==> config.mk <==
export PLATFORM = sky130hd
export DESIGN_NAME = lieat_ifu_ifetch_rsp
export DESIGN_NICKNAME = d
export VERILOG_FILES = /design/src/rtl/lieat_ifu_ifetch_rsp_pkg.sv /design/src/rtl/lieat_general_dfflr.sv /design/src/rtl/lieat_ifu_ifetch_rsp_buf.sv /design/src/rtl/lieat_ifu_ifetch_rsp.sv
export SDC_FILE = /design/constraint.sdc
export NUM_CORES = 1
export LEC_CHECK = 0
export ABC_CLOCK_PERIOD_IN_PS = 2100
export CORE_ASPECT_RATIO = 0.7
export CORE_MARGIN = 2
export CORE_UTILIZATION = 40
export DETAILED_ROUTE_END_ITERATION = 10
export PLACE_DENSITY = 0.77
export SYNTH_ARGS = -nofsm -noshare
export SYNTH_HDL_FRONTEND = slang
export SYNTH_HIERARCHICAL = 1
export SYNTH_SLANG_ARGS = --single-unit
==> constraint.sdc <==
create_clock -name clock -period 2.1 [get_ports clock]
set_input_delay 0.315 -clock clock [delete_from_list [all_inputs] [get_ports clock]]
set_output_delay 0.315 -clock clock [all_outputs]
set_load 0.05 [all_outputs]
==> src/rtl/lieat_ifu_ifetch_rsp_pkg.sv <==
// Shared IFU fetch-response constants.
package lieat_ifu_ifetch_rsp_pkg;
    localparam int unsigned    XLEN       = 32;
    localparam int unsigned    INSTR_W    = 32;
    localparam logic [31:0]    PC_DEFAULT = 32'h8000_0000;
    localparam logic [31:0]    NOP_INSTR  = 32'h0000_0013;
endpackage

==> src/rtl/lieat_general_dfflr.sv <==
// Load-enabled flop bank with synchronous active-low reset to zero.
module lieat_general_dfflr #(
    parameter int unsigned DW = 32
) (
    input  logic          clk_i,
    input  logic          rst_ni,
    input  logic          lden_i,
    input  logic [DW-1:0] dnxt_i,
    output logic [DW-1:0] qout_o
);
    always_ff @(posedge clk_i) begin
        if (!rst_ni) begin
            qout_o <= '0;
        end else if (lden_i) begin
            qout_o <= dnxt_i;
        end
    end
endmodule

==> src/rtl/lieat_ifu_ifetch_rsp_buf.sv <==
// In-order circular buffer of outstanding fetches: alloc at issue, fill on
// memory response, pop at head; kill_all marks every entry for silent drain.
module lieat_ifu_ifetch_rsp_buf
    import lieat_ifu_ifetch_rsp_pkg::*;
#(
    parameter int unsigned XLEN  = 32,
    parameter int unsigned DEPTH = 2
) (
    input  logic               clk_i,
    input  logic               rst_ni,
    input  logic               alloc_i,
    input  logic [XLEN-1:0]    alloc_pc_i,
    input  logic               fill_i,
    input  logic [INSTR_W-1:0] fill_instr_i,
    input  logic               fill_err_i,
    input  logic               pop_i,
    input  logic               kill_all_i,
    output logic [XLEN-1:0]    head_pc_o,
    output logic [INSTR_W-1:0] head_instr_o,
    output logic               head_err_o,
    output logic               head_filled_o,
    output logic               head_kill_o
);
    localparam int unsigned PW = $clog2(DEPTH);

    logic [PW-1:0] alloc_ptr_q, fill_ptr_q, pop_ptr_q;
    logic [DEPTH-1:0][XLEN-1:0]    pc_q;
    logic [DEPTH-1:0][INSTR_W:0]   data_q;
    logic [DEPTH-1:0]              filled_q;
    logic [DEPTH-1:0]              kill_q;

    lieat_general_dfflr #(.DW(PW)) u_alloc_ptr (
        .clk_i(clk_i), .rst_ni(rst_ni), .lden_i(alloc_i),
        .dnxt_i(alloc_ptr_q + PW'(1)), .qout_o(alloc_ptr_q));
    lieat_general_dfflr #(.DW(PW)) u_fill_ptr (
        .clk_i(clk_i), .rst_ni(rst_ni), .lden_i(fill_i),
        .dnxt_i(fill_ptr_q + PW'(1)), .qout_o(fill_ptr_q));
    lieat_general_dfflr #(.DW(PW)) u_pop_ptr (
        .clk_i(clk_i), .rst_ni(rst_ni), .lden_i(pop_i),
        .dnxt_i(pop_ptr_q + PW'(1)), .qout_o(pop_ptr_q));

    for (genvar i = 0; i < DEPTH; i++) begin : g_ent
        logic sel_alloc, sel_fill;
        assign sel_alloc = alloc_i && (alloc_ptr_q == PW'(i));
        assign sel_fill  = fill_i  && (fill_ptr_q  == PW'(i));

        lieat_general_dfflr #(.DW(XLEN)) u_pc (
            .clk_i(clk_i), .rst_ni(rst_ni), .lden_i(sel_alloc),
            .dnxt_i(alloc_pc_i), .qout_o(pc_q[i]));
        lieat_general_dfflr #(.DW(INSTR_W + 1)) u_data (
            .clk_i(clk_i), .rst_ni(rst_ni), .lden_i(sel_fill),
            .dnxt_i({fill_instr_i, fill_err_i}), .qout_o(data_q[i]));
        lieat_general_dfflr #(.DW(1)) u_filled (
            .clk_i(clk_i), .rst_ni(rst_ni), .lden_i(sel_alloc | sel_fill),
            .dnxt_i(sel_fill), .qout_o(filled_q[i]));
        // A fresh allocation wins over kill_all so the flush-target fetch survives.
        lieat_general_dfflr #(.DW(1)) u_kill (
            .clk_i(clk_i), .rst_ni(rst_ni), .lden_i(sel_alloc | kill_all_i),
            .dnxt_i(~sel_alloc), .qout_o(kill_q[i]));
    end

    assign head_pc_o     = pc_q[pop_ptr_q];
    assign head_instr_o  = data_q[pop_ptr_q][INSTR_W:1];
    assign head_err_o    = data_q[pop_ptr_q][0];
    assign head_filled_o = filled_q[pop_ptr_q];
    assign head_kill_o   = kill_q[pop_ptr_q];
endmodule

==> src/rtl/lieat_ifu_ifetch_rsp.sv <==
// IFU fetch response: issues requests to imem, tracks them in order, delivers
// pc/instr to decode and drops responses of fetches killed by a flush.
module lieat_ifu_ifetch_rsp
    import lieat_ifu_ifetch_rsp_pkg::*;
#(
    parameter int unsigned XLEN  = lieat_ifu_ifetch_rsp_pkg::XLEN,
    parameter int unsigned DEPTH = 2
) (
    input  logic               clock,
    input  logic               reset,
    input  logic               req_i_valid,
    output logic               req_i_ready,
    input  logic [XLEN-1:0]    req_i_pc,
    input  logic               req_i_flush,
    output logic               mem_o_valid,
    input  logic               mem_i_ready,
    output logic [XLEN-1:0]    mem_o_addr,
    input  logic               mem_i_rvalid,
    input  logic [INSTR_W-1:0] mem_i_rdata,
    input  logic               mem_i_err,
    output logic               rsp_o_valid,
    input  logic               rsp_i_ready,
    output logic [XLEN-1:0]    rsp_o_pc,
    output logic [INSTR_W-1:0] rsp_o_instr,
    output logic               rsp_o_err
);
    localparam int unsigned CW = $clog2(DEPTH) + 1;

    logic [CW-1:0] count_q, count_d;
    logic [CW-1:0] pend_q, pend_d;
    logic          not_full, alloc, fill, pop;
    logic          head_filled, head_kill;

    assign not_full    = count_q < CW'(DEPTH);
    assign mem_o_valid = req_i_valid & not_full;
    assign mem_o_addr  = req_i_pc;
    assign req_i_ready = mem_i_ready & not_full;
    assign alloc       = req_i_valid & req_i_ready;
    // pend_q counts allocated-but-unfilled entries; stray responses are dropped.
    assign fill        = mem_i_rvalid & (pend_q != '0);

    assign rsp_o_valid = head_filled & ~head_kill & ~req_i_flush & (count_q != '0);
    assign pop = (count_q != '0) & head_filled & (head_kill | (rsp_o_valid & rsp_i_ready));

    always_comb begin
        count_d = count_q;
        pend_d  = pend_q;
        if (alloc && !pop) count_d = count_q + CW'(1);
        else if (!alloc && pop) count_d = count_q - CW'(1);
        if (alloc && !fill) pend_d = pend_q + CW'(1);
        else if (!alloc && fill) pend_d = pend_q - CW'(1);
    end

    always_ff @(posedge clock) begin
        if (!reset) begin
            count_q <= '0;
            pend_q  <= '0;
        end else begin
            count_q <= count_d;
            pend_q  <= pend_d;
        end
    end

    lieat_ifu_ifetch_rsp_buf #(.XLEN(XLEN), .DEPTH(DEPTH)) u_buf (
        .clk_i        (clock),
        .rst_ni       (reset),
        .alloc_i      (alloc),
        .alloc_pc_i   (req_i_pc),
        .fill_i       (fill),
        .fill_instr_i (mem_i_rdata),
        .fill_err_i   (mem_i_err),
        .pop_i        (pop),
        .kill_all_i   (req_i_flush),
        .head_pc_o    (rsp_o_pc),
        .head_instr_o (rsp_o_instr),
        .head_err_o   (rsp_o_err),
        .head_filled_o(head_filled),
        .head_kill_o  (head_kill)
    );
endmodule

# Word level (Yosys, flattened, before mapping)
# Index checks and enable logic that the tools add are counted.
# op_classes
n_addsub	7
mul	0
n_div	0
n_lt_le_gt_ge	2
eq_ne	0
n_shift	0
mux	12
bitwise	21
n_reduce_logical	15
# ops
op	count
two-way mux 33 bit	2
two-way mux 32 bit	2
bitwise AND 1 bit	10
logical AND 1 bit	8
two-way mux 2 bit	4
nonzero test 2 bit	4
NOT 1 bit	6
bitwise OR 1 bit	5
adder 2 x 1 -> 2 bit (second input constant)	2
two-way mux 1 bit	4
subtractor 2 x 1 -> 2 bit (second input constant)	2
adder 1 bit (second input constant)	3
zero test 1 bit	3
< comparator 1 x 2 -> 1 bit (second input constant)	1
< comparator 2 bit (second input constant)	1
# totals
ff_bits	141
latch_bits	0
mem_bits_rw	0
mem_bits_ro	0
inputBits	72
output_inout_bits	100
wordCells	70
mem_count	0

# Longest topological paths before layout
# Gate-level depths: netlist of the first run.
# depth
word_depth	12
ltp_mapped	9
mapped_depth_nobuf	7

# Hierarchy
# Netlist of the first run, hierarchy kept.
# modules_own_cells
mod	instances	cells_each	area_per_inst_um2	seq_area_each_um2
lieat_general_dfflr at u_buf.g_ent[0].u_data ...	2	106	1280.0	660.6
lieat_general_dfflr at u_buf.g_ent[0].u_pc ...	2	103	1243.7	640.6
lieat_ifu_ifetch_rsp_buf	1	89	957.2	0.0
lieat_ifu_ifetch_rsp	1	60	485.5	80.1
lieat_general_dfflr at u_buf.g_ent[0].u_filled ...	7	3	36.3	20.0

# Worst setup path before layout of the first run
# No wires, ideal clock.
# synth_timing
path_type	register to output
start	reg u_buf.u_pop_ptr.qout_o
end	out rsp_o_valid
t_arrival_ps	1995
required_ps	1785
path_slack_ps	-210
stages_incl_launch_ff	5
path_buffers	2
cell_sequence	dfxtp_1 buf_6 buf_6 mux2_2 nor3_1
# synth_via
elab_chain_len	6
word_cells_on_any_way	8
cone_classes	mux (4); bitwise (4)
# synth_lines
element	line	source
start: declaration	lieat_general_dfflr.sv:9	output logic [DW-1:0] qout_o
start signal: assignment	lieat_general_dfflr.sv:15	qout_o <= dnxt_i;
two-way mux 1 bit (implied by the code) (2 in series)	lieat_ifu_ifetch_rsp_buf.sv:66	assign head_kill_o = kill_q[pop_ptr_q];
net head_kill	lieat_ifu_ifetch_rsp.sv:32	logic head_filled, head_kill;
NOT 1 bit	lieat_ifu_ifetch_rsp.sv:42	assign rsp_o_valid = head_filled & ~head_kill & ~req_i_flush & (count_q != '0);
bitwise AND 1 bit (3 in series)	lieat_ifu_ifetch_rsp.sv:42	
end: declaration	lieat_ifu_ifetch_rsp.sv:21	output logic rsp_o_valid,
# The timed path passes the listed nets, and every way through them passes these cells. The select of a mux whose other input is x is not followed.

# Worst setup path in the final report of the first run
# layout_timing
start	reg u_buf.u_pop_ptr.qout_o
end	out rsp_o_instr[20]
# layout_via
elab_chain_len	2
# layout_lines
element	line	source
two-way mux 33 bit (implied by the code) (2 in series)	lieat_ifu_ifetch_rsp_buf.sv:63	assign head_instr_o = data_q[pop_ptr_q][INSTR_W:1];
end: declaration	lieat_ifu_ifetch_rsp.sv:24	output logic [INSTR_W-1:0] rsp_o_instr,
# No other way between the ends. The select of a mux whose other input is x is not followed.

==> results of run 1 <==
-- report_power, final --
group          switching [uW]  total, uW  internal, uW
combinational            1380       2540          1160
sequential                132       3050          2920
clock                    1170       2960          1790
-- through the flow --
step	instances	util, %	setup slack [ns]	hold WS (ns)
2_1_floorplan	588	-	0.130	0.437
3_3_place_gp	934	51.2	0.0634	0.469
3_5_place_dp	934	51.2	0.0399	0.498
4_1_cts	966	54.8	0.0225	0.408
5_1_grt	966	54.9	0.00468	0.440
6_report	966	54.9	0.0748	0.413
-- synthesized netlist by cell type --
cell type | n | area share (%)
mux2_4 | 19 | 4.2
xor2_1 | 2 | 0.26
o21bai_1 | 1 | 0.11
clkbuf_1 | 12 | 0.67
mux2_2 | 48 | 8.0
and2_1 | 3 | 0.28
nor3_1 | 1 | 0.074
buf_6 | 8 | 1.3
dfxtp_1 | 141 | 42
or3_1 | 2 | 0.19
nand2_1 | 3 | 0.17
inv_1 | 8 | 0.45
a21boi_1 | 2 | 0.22
nor2b_1 | 141 | 13
buf_2 | 4 | 0.30
nand2b_1 | 3 | 0.28
ha_1 | 2 | 0.37
a21o_1 | 1 | 0.11
buf_4 | 32 | 3.6
mux2i_1 | 137 | 20
buf_12 | 12 | 3.6
o21ai_0 | 4 | 0.30
xnor2_1 | 2 | 0.26
-- layer usage --
metal  GRT usage, %  up-vias
met4           5.09        0
met5              0        -
met2           27.7      122
li1               -     2230
met1           20.1     2114
met3           5.76       15
-- worst register-to-register path: stages, from the launching register on --
cell and delay [ns]:
dfxtp_4 0.39, mux2_2 0.34, o21ai_0 0.14, o21bai_2 0.21
ha_1 0.28, or3_1 0.38, a21boi_1 0.16
-- cells in the final DEF (no fill, tap or decap), drive strengths merged --
cell type	Yosys	layout
dfxtp	141	141
clkinv	0	2
clkbuf	12	20
o21ai	4	4
xor2	2	2
a21o	1	1
clkdlybuf4s50	0	70
o21bai	1	1
buf	56	119
bufinv	0	2
nor3	1	1
mux2i	137	137
nand2b	3	3
inv	8	11
a21boi	2	2
clkinvlp	0	5
xnor2	2	2
nand2	3	3
and2	3	3
ha	2	2
nor2b	141	141
mux2	67	67
or3	2	2
-- layout make-up --
class	instances	area, um^2	area share (%)
multi-input combinational	371	3270	36.4
sequential	141	2830	31.4
timing repair buffer	189	2000	22.3
clock buffer	20	447	4.96
tap	225	282	3.13
clock inverter	12	138	1.53
inverter	8	30.0	0.334
-- cells by family (layout without fill, tap and decap cells) --
kind of cell	count (synthesis)	count (layout)
adder cells (fa/ha/maj)	2	2
buffers and inverters	76	229
XOR/XNOR	4	4
multiplexers	204	204
flip-flops	141	141
AO/OA/AOI/OAI	8	8
AND/OR/NAND/NOR	153	153
-- state kept, by name, summed over array words and instances, names as in the netlist --
register / count
count_q: 2
pend_q: 2
u_buf/g_ent.u_data/qout_o: 66
u_buf/g_ent.u_filled/qout_o: 2
u_buf/g_ent.u_kill/qout_o: 2
u_buf/g_ent.u_pc/qout_o: 64
u_buf/u_alloc_ptr/qout_o: 1
u_buf/u_fill_ptr/qout_o: 1
u_buf/u_pop_ptr/qout_o: 1
-- worst max path at each step --
stage / from / end / slack [ns] / cells past startpoint
2_1_floorplan: u_buf/u_pop_ptr/qout_o$_SDFFE_PN0P_ / count_q[1]$_SDFFE_PN0P_ / 0.13 / 8
3_3_place_gp: req_i_valid / count_q[1]$_SDFFE_PN0P_ / 0.06 / 6
3_5_place_dp: req_i_valid / count_q[1]$_SDFFE_PN0P_ / 0.04 / 6
4_1_cts: u_buf/u_pop_ptr/qout_o$_SDFFE_PN0P_ / rsp_o_pc[21] / 0.02 / 3
5_1_grt: u_buf/u_pop_ptr/qout_o$_SDFFE_PN0P_ / rsp_o_instr[20] / 0.005 / 3
6_report: u_buf/u_pop_ptr/qout_o$_SDFFE_PN0P_ / rsp_o_instr[20] / 0.07 / 3
-- what timing repair did --
action                                  CTS  global route
gates resized for setup                   2             2
endpoints found under the setup margin   33             6
gates cloned                              0             0
==> results.cfg, run 1 <==
[worst_setup_path]
rr_endpoint = count_q[1]$_SDFFE_PN0P_
crit_path_top_delay_cell = mux2_2
arrival_ns = 1.71
r2r-start = u_buf/u_pop_ptr/qout_o$_SDFFE_PN0P_
max_stage_delay_ns = 0.41
crit_family = buffers and inverters
cp-end-kind = primary output
worstPathRequired_ns = 1.78
reg2reg_slack_ns = 0.13
worstPathCellList = buf_8 > mux2_2 > buf_4
crit_type = register to primary output
worstSetupStartpointType = register
rr_worst_depth = 6
cp_max_fo = 35
critPathBufInv = 2

[grt]
grt_overflow = 0
grt_max_degree = 51
grtUsageTotal_pct = 16.5
grt_antenna_before_repair = 0
grt_pass1_vias = 4752
grt_pass1_wl_um = 23600

[routing]
top_layer = met4
first_pass_iters = 4
via_per_inst = 4.64
routedLengthMet1_um = 6570
via_count = 4481
drc = 0
routed_wl_um = 14400
wl_per_cell_um = 14.9
ant_nets = 0
met2WireLength_um = 6860
dr_wl_met3_um = 831
dr.first_iter.drc_count = 160

[clock_network]
cts.root.buffer_cell = clkbuf_16
cts_setup_buffers = 0
clk_pin_slew_worst_paths_ns = 0.06
cts_tree = built
htree_levels = 4
clkSinkCount = 141
clk_latency_ns = 0.42
numCtsBuffers = 17
clock_tree.buffer_depth = 2
ctsHoldBuffers = 0

[synthesis]
synthAdderAreaFrac_pct = 0.371
synth_nets = 662
synth_cells = 588
synth_top_family_by_area = multiplexers
synth-xor-area-share_pct = 0.519
yosys.area_share.simple_pct = 14.1
synth_compound_area_share_pct = 0.742
ys_warn_count = 6
syn_area_um2 = 6740
yosys_register_bits = 141
ys_seq_area_share_pct = 41.9
ys_types = 23
muxShareOfSynthArea_pct = 32.6
syn_avg_cell_area_um2 = 11.5

[floorplanning]
dieArea_um2 = 17900
coreArea_um2 = 16400
row_count = 39
initial_core_util_pct = 41.1
io_pins = 172
chipWidth_um = 159
die-height_um = 113

[timing]
max_slew_margin_pct = 66.5
tns_ns = 0
worst_pin_slew_ns = 0.502
fin_crit_sh_pct = 96.4
hold_violations = 0
period_needed_ns = 2.03
clock_skew_ns = 0.00585
rsz0062_at_grt = no
final-max-slew-violation-count = 0
finalSetupViolCount = 0
fmax_mhz = 494

[layout]
areaGrowthSynthToFinish_pct = 33.5
antennaDiodeCount = 0
drive_gt1_share_pct = 30.2
nets = 802
num-fill-cells = 1386
fin_area_um2 = 9000

[power_and_ir_drop]
p_leak_uw = 0.00336
design_power_total_uw = 8550
peakVddDrop_mv = 0.581
powerDensity_nw_per_um2 = 950

[min_path]
whs_endpoint = u_buf/g_ent[1].u_data/qout_o[12]$_SDFFE_PN0P_
holdCritStartpoint = reset
hold_class = input port to register
min_delay_path_depth = 2

[placed_design]
portBuffers = 171
dpl.hpwl_um = 10300
placed_area_um2 = 8400
globalplace.congestion = 0.773

[flow_run]
cap_violations = 0

[run_status]
status = complete, no violations
(Power assumes the default switching activity.)
==> run 2: changes to the inputs <==
CTS_CLUSTER_SIZE = 14   (was default)
==> results of run 2 <==
The final DEF is identical to that of run 1; final timing and power are the same.
